===== config.mk =====
export PLATFORM = sky130hd
export DESIGN_NAME = writeback_queue
export DESIGN_NICKNAME = d
export VERILOG_FILES = /design/src/rtl/writeback_queue.sv
export SDC_FILE = /design/constraint.sdc
export NUM_CORES = 1
export LEC_CHECK = 0
export ABC_AREA = 1
export BUFFER_PORTS_ARGS = -buffer_cell sky130_fd_sc_hd__clkbuf_2
export CORE_UTILIZATION = 45
export DETAILED_ROUTE_END_ITERATION = 10
export PLACE_DENSITY = 0.67
export SYNTH_ARGS = -nofsm -noshare
export SYNTH_HDL_FRONTEND = slang
export SYNTH_SLANG_ARGS = --single-unit
export TNS_END_PERCENT = 100

===== constraint.sdc =====
create_clock -name clock -period 3.7 [get_ports clock]
set_input_delay 0.37 -clock clock [delete_from_list [all_inputs] [get_ports clock]]
set_output_delay 0.37 -clock clock [all_outputs]
set_load 0.01 [all_outputs]

===== src/rtl/writeback_queue.sv =====
// rtl/writeback_queue.sv - in-order writeback FIFO serialising ALU and load results onto one register-file write port
//
// Purpose:
//   Collects up to two register results per cycle (load path, then ALU path),
//   queues them in program order and issues one registered write per cycle.
//   Producers are throttled through stall; a lost push raises a sticky overflow.
//
// Optional feature:
//   WRITEBACK_FORWARD_EN - when defined, pending writes are searched
//   combinationally so the read side can bypass the register file.
//   Undefined builds tie fwdHit1/fwdHit2 and fwdData1/fwdData2 to 0.
//
// Ports:
//   clock, reset                     clock; asynchronous active-high reset
//   memValid/memReg/memData          load result (older instruction)
//   aluValid/aluReg/aluData          ALU result (younger instruction)
//   stall                            fewer than 2 free slots
//   overflow                         sticky: a push was dropped
//   regWrite/writeRegister/writeData registered register-file write port
//   register1/register2              read indices to search
//   fwdHit1/fwdData1, fwdHit2/fwdData2  newest pending value per read index

module writeback_queue #(
  parameter int DEPTH      = 4,
  parameter int DATA_WIDTH = 32,
  parameter int REG_WIDTH  = 5
) (
  input  logic                  clock,
  input  logic                  reset,
  input  logic                  memValid,
  input  logic [REG_WIDTH-1:0]  memReg,
  input  logic [DATA_WIDTH-1:0] memData,
  input  logic                  aluValid,
  input  logic [REG_WIDTH-1:0]  aluReg,
  input  logic [DATA_WIDTH-1:0] aluData,
  output logic                  stall,
  output logic                  overflow,
  output logic                  regWrite,
  output logic [REG_WIDTH-1:0]  writeRegister,
  output logic [DATA_WIDTH-1:0] writeData,
  input  logic [REG_WIDTH-1:0]  register1,
  input  logic [REG_WIDTH-1:0]  register2,
  output logic                  fwdHit1,
  output logic [DATA_WIDTH-1:0] fwdData1,
  output logic                  fwdHit2,
  output logic [DATA_WIDTH-1:0] fwdData2
);

  localparam int PTR_W = $clog2(DEPTH);
  localparam int CNT_W = PTR_W + 1;
  localparam logic [CNT_W-1:0] DEPTH_C = CNT_W'(DEPTH);

  logic [REG_WIDTH-1:0]  ent_reg_q  [DEPTH];
  logic [DATA_WIDTH-1:0] ent_data_q [DEPTH];

  logic [PTR_W-1:0]      head_q, head_d;
  logic [PTR_W-1:0]      tail_q, tail_d;
  logic [CNT_W-1:0]      count_q, count_d;
  logic                  overflow_q, overflow_d;
  logic                  reg_write_q, reg_write_d;
  logic [REG_WIDTH-1:0]  write_reg_q, write_reg_d;
  logic [DATA_WIDTH-1:0] write_data_q, write_data_d;

  logic                  pop;
  logic                  mem_push, alu_push;
  logic                  mem_ok, alu_ok;
  logic [CNT_W-1:0]      free_slots;
  logic [PTR_W-1:0]      alu_slot;

  // Writes to register 0 are architecturally void, so they never take a slot.
  assign mem_push = memValid && (memReg != '0);
  assign alu_push = aluValid && (aluReg != '0);

  assign pop = (count_q != '0);

  // The slot freed by this cycle's pop is available to this cycle's pushes.
  assign free_slots = DEPTH_C - count_q + {{(CNT_W-1){1'b0}}, pop};

  // The load result belongs to the older instruction and is placed first.
  assign mem_ok   = mem_push && (free_slots != '0);
  assign alu_ok   = alu_push && (mem_ok ? (free_slots >= CNT_W'(2)) : (free_slots != '0));
  assign alu_slot = mem_ok ? (tail_q + PTR_W'(1)) : tail_q;

  always_comb begin
    head_d       = head_q;
    tail_d       = tail_q;
    count_d      = count_q;
    overflow_d   = overflow_q;
    reg_write_d  = 1'b0;
    write_reg_d  = write_reg_q;
    write_data_d = write_data_q;

    if (pop) begin
      reg_write_d  = 1'b1;
      write_reg_d  = ent_reg_q[head_q];
      write_data_d = ent_data_q[head_q];
      head_d       = head_q + PTR_W'(1);
    end

    tail_d  = tail_q + PTR_W'(mem_ok) + PTR_W'(alu_ok);
    count_d = count_q + CNT_W'(mem_ok) + CNT_W'(alu_ok) - CNT_W'(pop);

    if ((mem_push && !mem_ok) || (alu_push && !alu_ok)) begin
      overflow_d = 1'b1;
    end
  end

  always_ff @(posedge clock or posedge reset) begin
    if (reset) begin
      head_q       <= '0;
      tail_q       <= '0;
      count_q      <= '0;
      overflow_q   <= 1'b0;
      reg_write_q  <= 1'b0;
      write_reg_q  <= '0;
      write_data_q <= '0;
    end else begin
      head_q       <= head_d;
      tail_q       <= tail_d;
      count_q      <= count_d;
      overflow_q   <= overflow_d;
      reg_write_q  <= reg_write_d;
      write_reg_q  <= write_reg_d;
      write_data_q <= write_data_d;
    end
  end

  // Entry storage needs no reset: occupancy is tracked by head/count only.
  always_ff @(posedge clock) begin
    if (mem_ok) begin
      ent_reg_q[tail_q]  <= memReg;
      ent_data_q[tail_q] <= memData;
    end
    if (alu_ok) begin
      ent_reg_q[alu_slot]  <= aluReg;
      ent_data_q[alu_slot] <= aluData;
    end
  end

  assign stall         = !reset && ((DEPTH_C - count_q) < CNT_W'(2));
  assign overflow      = overflow_q;
  assign regWrite      = reg_write_q;
  assign writeRegister = write_reg_q;
  assign writeData     = write_data_q;

`ifdef WRITEBACK_FORWARD_EN
  // Search oldest to newest so later matches overwrite earlier ones: the
  // output register is oldest, then FIFO head through tail.
  always_comb begin
    logic [PTR_W-1:0] idx;
    fwdHit1  = 1'b0;
    fwdData1 = '0;
    fwdHit2  = 1'b0;
    fwdData2 = '0;
    idx      = '0;
    if (!reset) begin
      if (reg_write_q && (write_reg_q == register1)) begin
        fwdHit1  = 1'b1;
        fwdData1 = write_data_q;
      end
      if (reg_write_q && (write_reg_q == register2)) begin
        fwdHit2  = 1'b1;
        fwdData2 = write_data_q;
      end
      for (int k = 0; k < DEPTH; k++) begin
        idx = head_q + PTR_W'(k);
        if (CNT_W'(k) < count_q) begin
          if (ent_reg_q[idx] == register1) begin
            fwdHit1  = 1'b1;
            fwdData1 = ent_data_q[idx];
          end
          if (ent_reg_q[idx] == register2) begin
            fwdHit2  = 1'b1;
            fwdData2 = ent_data_q[idx];
          end
        end
      end
      // Register 0 is never pending; its reads always come from the file.
      if (register1 == '0) begin
        fwdHit1  = 1'b0;
        fwdData1 = '0;
      end
      if (register2 == '0) begin
        fwdHit2  = 1'b0;
        fwdData2 = '0;
      end
    end
  end
`else
  logic unused_read_idx;
  assign unused_read_idx = ^{register1, register2};
  assign fwdHit1  = 1'b0;
  assign fwdData1 = '0;
  assign fwdHit2  = 1'b0;
  assign fwdData2 = '0;
`endif

endmodule


==> summary by stage <==
Synthesis
The sequential share of the synthesized area is 0.528. The simple logic cell fraction of the synthesized area is 0.280. The dominant combinational cell family by area after synthesis is simple AND/OR/NAND/NOR gates. The number of warnings printed during yosys synthesis is 0. The flop and latch count out of synthesis is around 190. The count of mapped cells out of synthesis is 1,185. The per-instance average area after synthesis is between 8 and 9 um^2.

Ranked by total cell area, the synthesized netlist is headed by sky130_fd_sc_hd__edfxtp_1, sky130_fd_sc_hd__nand2_1, sky130_fd_sc_hd__dfrtp_1. The biggest area contributor in the post-synthesis netlist is sky130_fd_sc_hd__edfxtp_1. Of the total synthesized cell area, the portion taken by full adders, half adders and majority gates is 0.0187. The post-synthesis xor/xnor area fraction is 0.00496. In this run, distinct cell masters in the synthesized netlist total 29.

The netlist area before placement is approximately 11,000 um^2. The complex-gate fraction of the synthesized area is 0.0591. The area share of the leading cell type in the synthesized netlist is 0.420.

The share of cell area taken by muxes after synthesis is 0.

Routing
Dividing the detail-routed via count by the number of cells gives 5.51. The routed layout has a little under 9,000 vias. The final routed wirelength across all metal layers is ~29,000 um. The remaining number of nets flagged by the antenna check after routing is 0.

In the final routed layout, each cell accounts on average for approximately 18 um. In the routed design, unresolved DRC markers number 0. The number of optimization iterations in the first detailed-route pass is 7. After the first detailed-routing iteration, the DRC count stood at roughly 700.

Setup path
The peak fanout along the critical path is 21. STA classifies the critical path endpoint as a flop. The kind of launch point of the worst setup path is a flop.

The worst register-to-register path has a depth of 14. The critical path is of the flop to flop type. At the worst endpoint, the arrival time is about 3.4 ns. The register-to-register setup slack is 0.57 ns. The required time reported for the critical path endpoint is 4.00 ns.

CTS
The H-tree depth is 4. The clock-pin slew reported for the worst setup and hold paths after clock tree synthesis is 0.07 ns. The number of CTS-inserted buffers is 17. The TritonCTS sink count is between 150 and 200.

The clock reaches the later pin of the worst-skew pair after between 0.4 and 0.5 ns. The root buffer cell chosen for the clock tree is sky130_fd_sc_hd__clkbuf_16. The number of buffers inserted for hold repair after clock tree synthesis is 0.

The clock passes through at most 2 buffers. The quantity of gates resized following cts is 0. TritonCTS built the clock tree. The number of post-CTS setup repair buffers is 0.

Floorplan
In this run the core area contains 55 standard-cell rows. The height of the chip is 155 um. The number of top-level design ports is around 190. The area enclosed by the die boundary is ~24,000 um^2. Measured along the x axis, the die boundary spans ~160 um. The initial utilization of the core area, before any placement, comes to 0.464. The placeable core area is 22,800 um^2.

Timing
The final period demand of the worst path is approximately 3.1 ns. The final number of hold-violating endpoints is 0. The worst pin sits at a relative slew slack of 0.348. Setup repair after global routing left no endpoint under its margin.

The setup TNS after final layout is 0 ns. The total count of max-transition violations in the final report is 0. The timing-limited maximum frequency is approximately 0.32 GHz. The clock arrives with 0.0102 ns of skew. Of the available clock period, the critical path in the final layout requires 0.845. The actual slew at the worst max-slew pin is ~1 ns. Setup violations remaining at the end of the flow were counted as 0.

The final critical-path setup slack is 0.572 ns.

Pwr
The share of total power dissipated in sequential elements is 0.356. For this design the static power due to leakage is approximately 5.1 nW. The portion of total power attributed to combinational logic is 0.475. The worst ir drop on vdd is 0.879 mV. The power per cell area is ~970 nW/um^2. The total net switching power is ~5.1 mW.

The internal cell power is 6.14 mW. The clock network fraction of design power is 0.168. The net switching fraction of the power is 0.453. The total chip power is around 11 mW.

Run
The number of max-capacitance violations reported is 0.

Global route
The via count of the first global-routing pass is roughly 8,300. After global routing the overflow that remains totals 0. The pin count of the biggest net entering global routing is 77. For this run, the total global-route usage over all layers was measured as 0.243.

The first global-routing pass estimated between 40,000 and 50,000 um of wire. The initial antenna violation count is 0.

Status
The run finished with clean final reports.

Placement
The routability congestion estimate is between 0.8 and 0.9. Buffers placed on the I/O ports in this run total 117. The detailed placer's ending HPWL is ~16,000 um. Prior to clock tree synthesis, the placed netlist has a worst setup slack of 0.630 ns.

Hold path
The tightest min-delay check is of the primary input to asynchronous set/reset pin type.

Finish
The repair_antennas step left the layout with diodes totalling 0. For this run, the post-layout net count is ~1,400. The relative area change from synthesis to final layout is 9.16%. The final core utilization is 0.506.

In the final layout, the share of cells above drive strength 1 is 0.155.
## per-stage QoR
step	instances	cell area, um^2	hold slack (ns)
after floorplan	1250	10800	0.505
after detailed placement	1545	11000	0.493
after CTS	1575	11600	0.114
after global placement	1545	11000	0.484
after global routing	1575	11600	0.169
final	1575	11600	0.0929
## layer usage
metal,wire [um],vias to the layer above,GRT usage,share of wire
met2,13900,434,0.411,0.48
met4,664,0,0.107,0.023
li1,-,4081,-,-
met1,12000,4110,0.312,0.42
met3,2090,58,0.0334,0.073
met5,0,-,0,0
## path summary, 6_finish.rpt
path / to / startpoint
max: count_q[1] / count_q[0]
min: count_q[2] / reset
max reg2reg: count_q[1] / count_q[0]
min reg2reg: overflow / overflow
max in group asynchronous: head_q[1] / reset
min in group clock: ent_data_q[3][6] / memData[6]
## cells by family (layout without fill, tap and decap cells)
| kind of cell | Yosys count | in the layout |
|---|---|---|
| AO/OA/AOI/OAI | 115 | 115 |
| AND/OR/NAND/NOR | 671 | 671 |
| buffers and inverters | 184 | 196 |
| flip-flops | 194 | 194 |
| XOR/XNOR | 6 | 6 |
| adder cells (fa/ha/maj) | 14 | 14 |
| other | 1 | 66 |
## power groups by stage
stage | Clock (mW) | Sequential, mW | Combinational (mW)
after floorplan | 0 | 4.08 | 3.84
after CTS | 1.91 | 4.01 | 5.30
final | 1.89 | 4.00 | 5.33
after detailed placement | 0 | 4.05 | 5.28
after global routing | 1.99 | 4.09 | 5.86
after global placement | 0 | 4.02 | 5.14
## worst max-delay path: stages, from the launching register on
cell,delay (ns)
sky130_fd_sc_hd__dfrtp_1,0.45
sky130_fd_sc_hd__inv_1,0.14
sky130_fd_sc_hd__ha_1,0.22
sky130_fd_sc_hd__ha_1,0.30
sky130_fd_sc_hd__inv_2,0.07
sky130_fd_sc_hd__nand2_1,0.07
sky130_fd_sc_hd__inv_1,0.06
sky130_fd_sc_hd__nor2_1,0.05
sky130_fd_sc_hd__nand2_2,0.16
sky130_fd_sc_hd__o21ai_2,0.14
sky130_fd_sc_hd__nor2_8,0.32
sky130_fd_sc_hd__inv_1,0.11
sky130_fd_sc_hd__fa_1,0.39
sky130_fd_sc_hd__inv_1,0.09
sky130_fd_sc_hd__fa_1,0.44
## sequential cells by signal (all words and copies together), names as in the netlist
register / cells
writeData: 32
ent_reg_q: 20
writeRegister: 5
head_q: 2
tail_q: 2
overflow: 1
count_q: 3
regWrite: 1
ent_data_q: 128
## area by class of cell
cell class | count | area [um^2]
tap | 313 | 392
sequential | 194 | 5600
inverter | 21 | 78.8
multi-input combinational | 872 | 4100
fill | 2148 | 11300
timing repair buffer | 145 | 808
clock buffer | 20 | 457
clock inverter | 10 | 135
## synth_stat cells, drive strengths merged
cell	instances
clkbuf	34
nand4	149
nand3	8
nand2	320
buf	129
fa	3
nor2	192
xnor2	2
inv	21
ha	11
nand3b	1
nor3	1
edfxtp	148
a21oi	1
dfrtp	46
a31oi	37
o21ai	77
xor2	4
conb	1
## cell usage in the layout, fill, tap and decap left out, drive strengths merged
cell / Yosys / final
fa: 3 / 3
ha: 11 / 11
xnor2: 2 / 2
nand3: 8 / 8
edfxtp: 148 / 148
nor3: 1 / 1
clkinv: 0 / 7
bufinv: 0 / 3
xor2: 4 / 4
a21oi: 1 / 1
o21ai: 77 / 77
nand3b: 1 / 1
a31oi: 37 / 37
inv: 21 / 21
nor2: 192 / 192
dfrtp: 46 / 46
conb: 1 / 66
nand4: 149 / 149
nand2: 320 / 320
clkbuf: 34 / 137
buf: 129 / 28
Power figures use the tool's default switching activity.
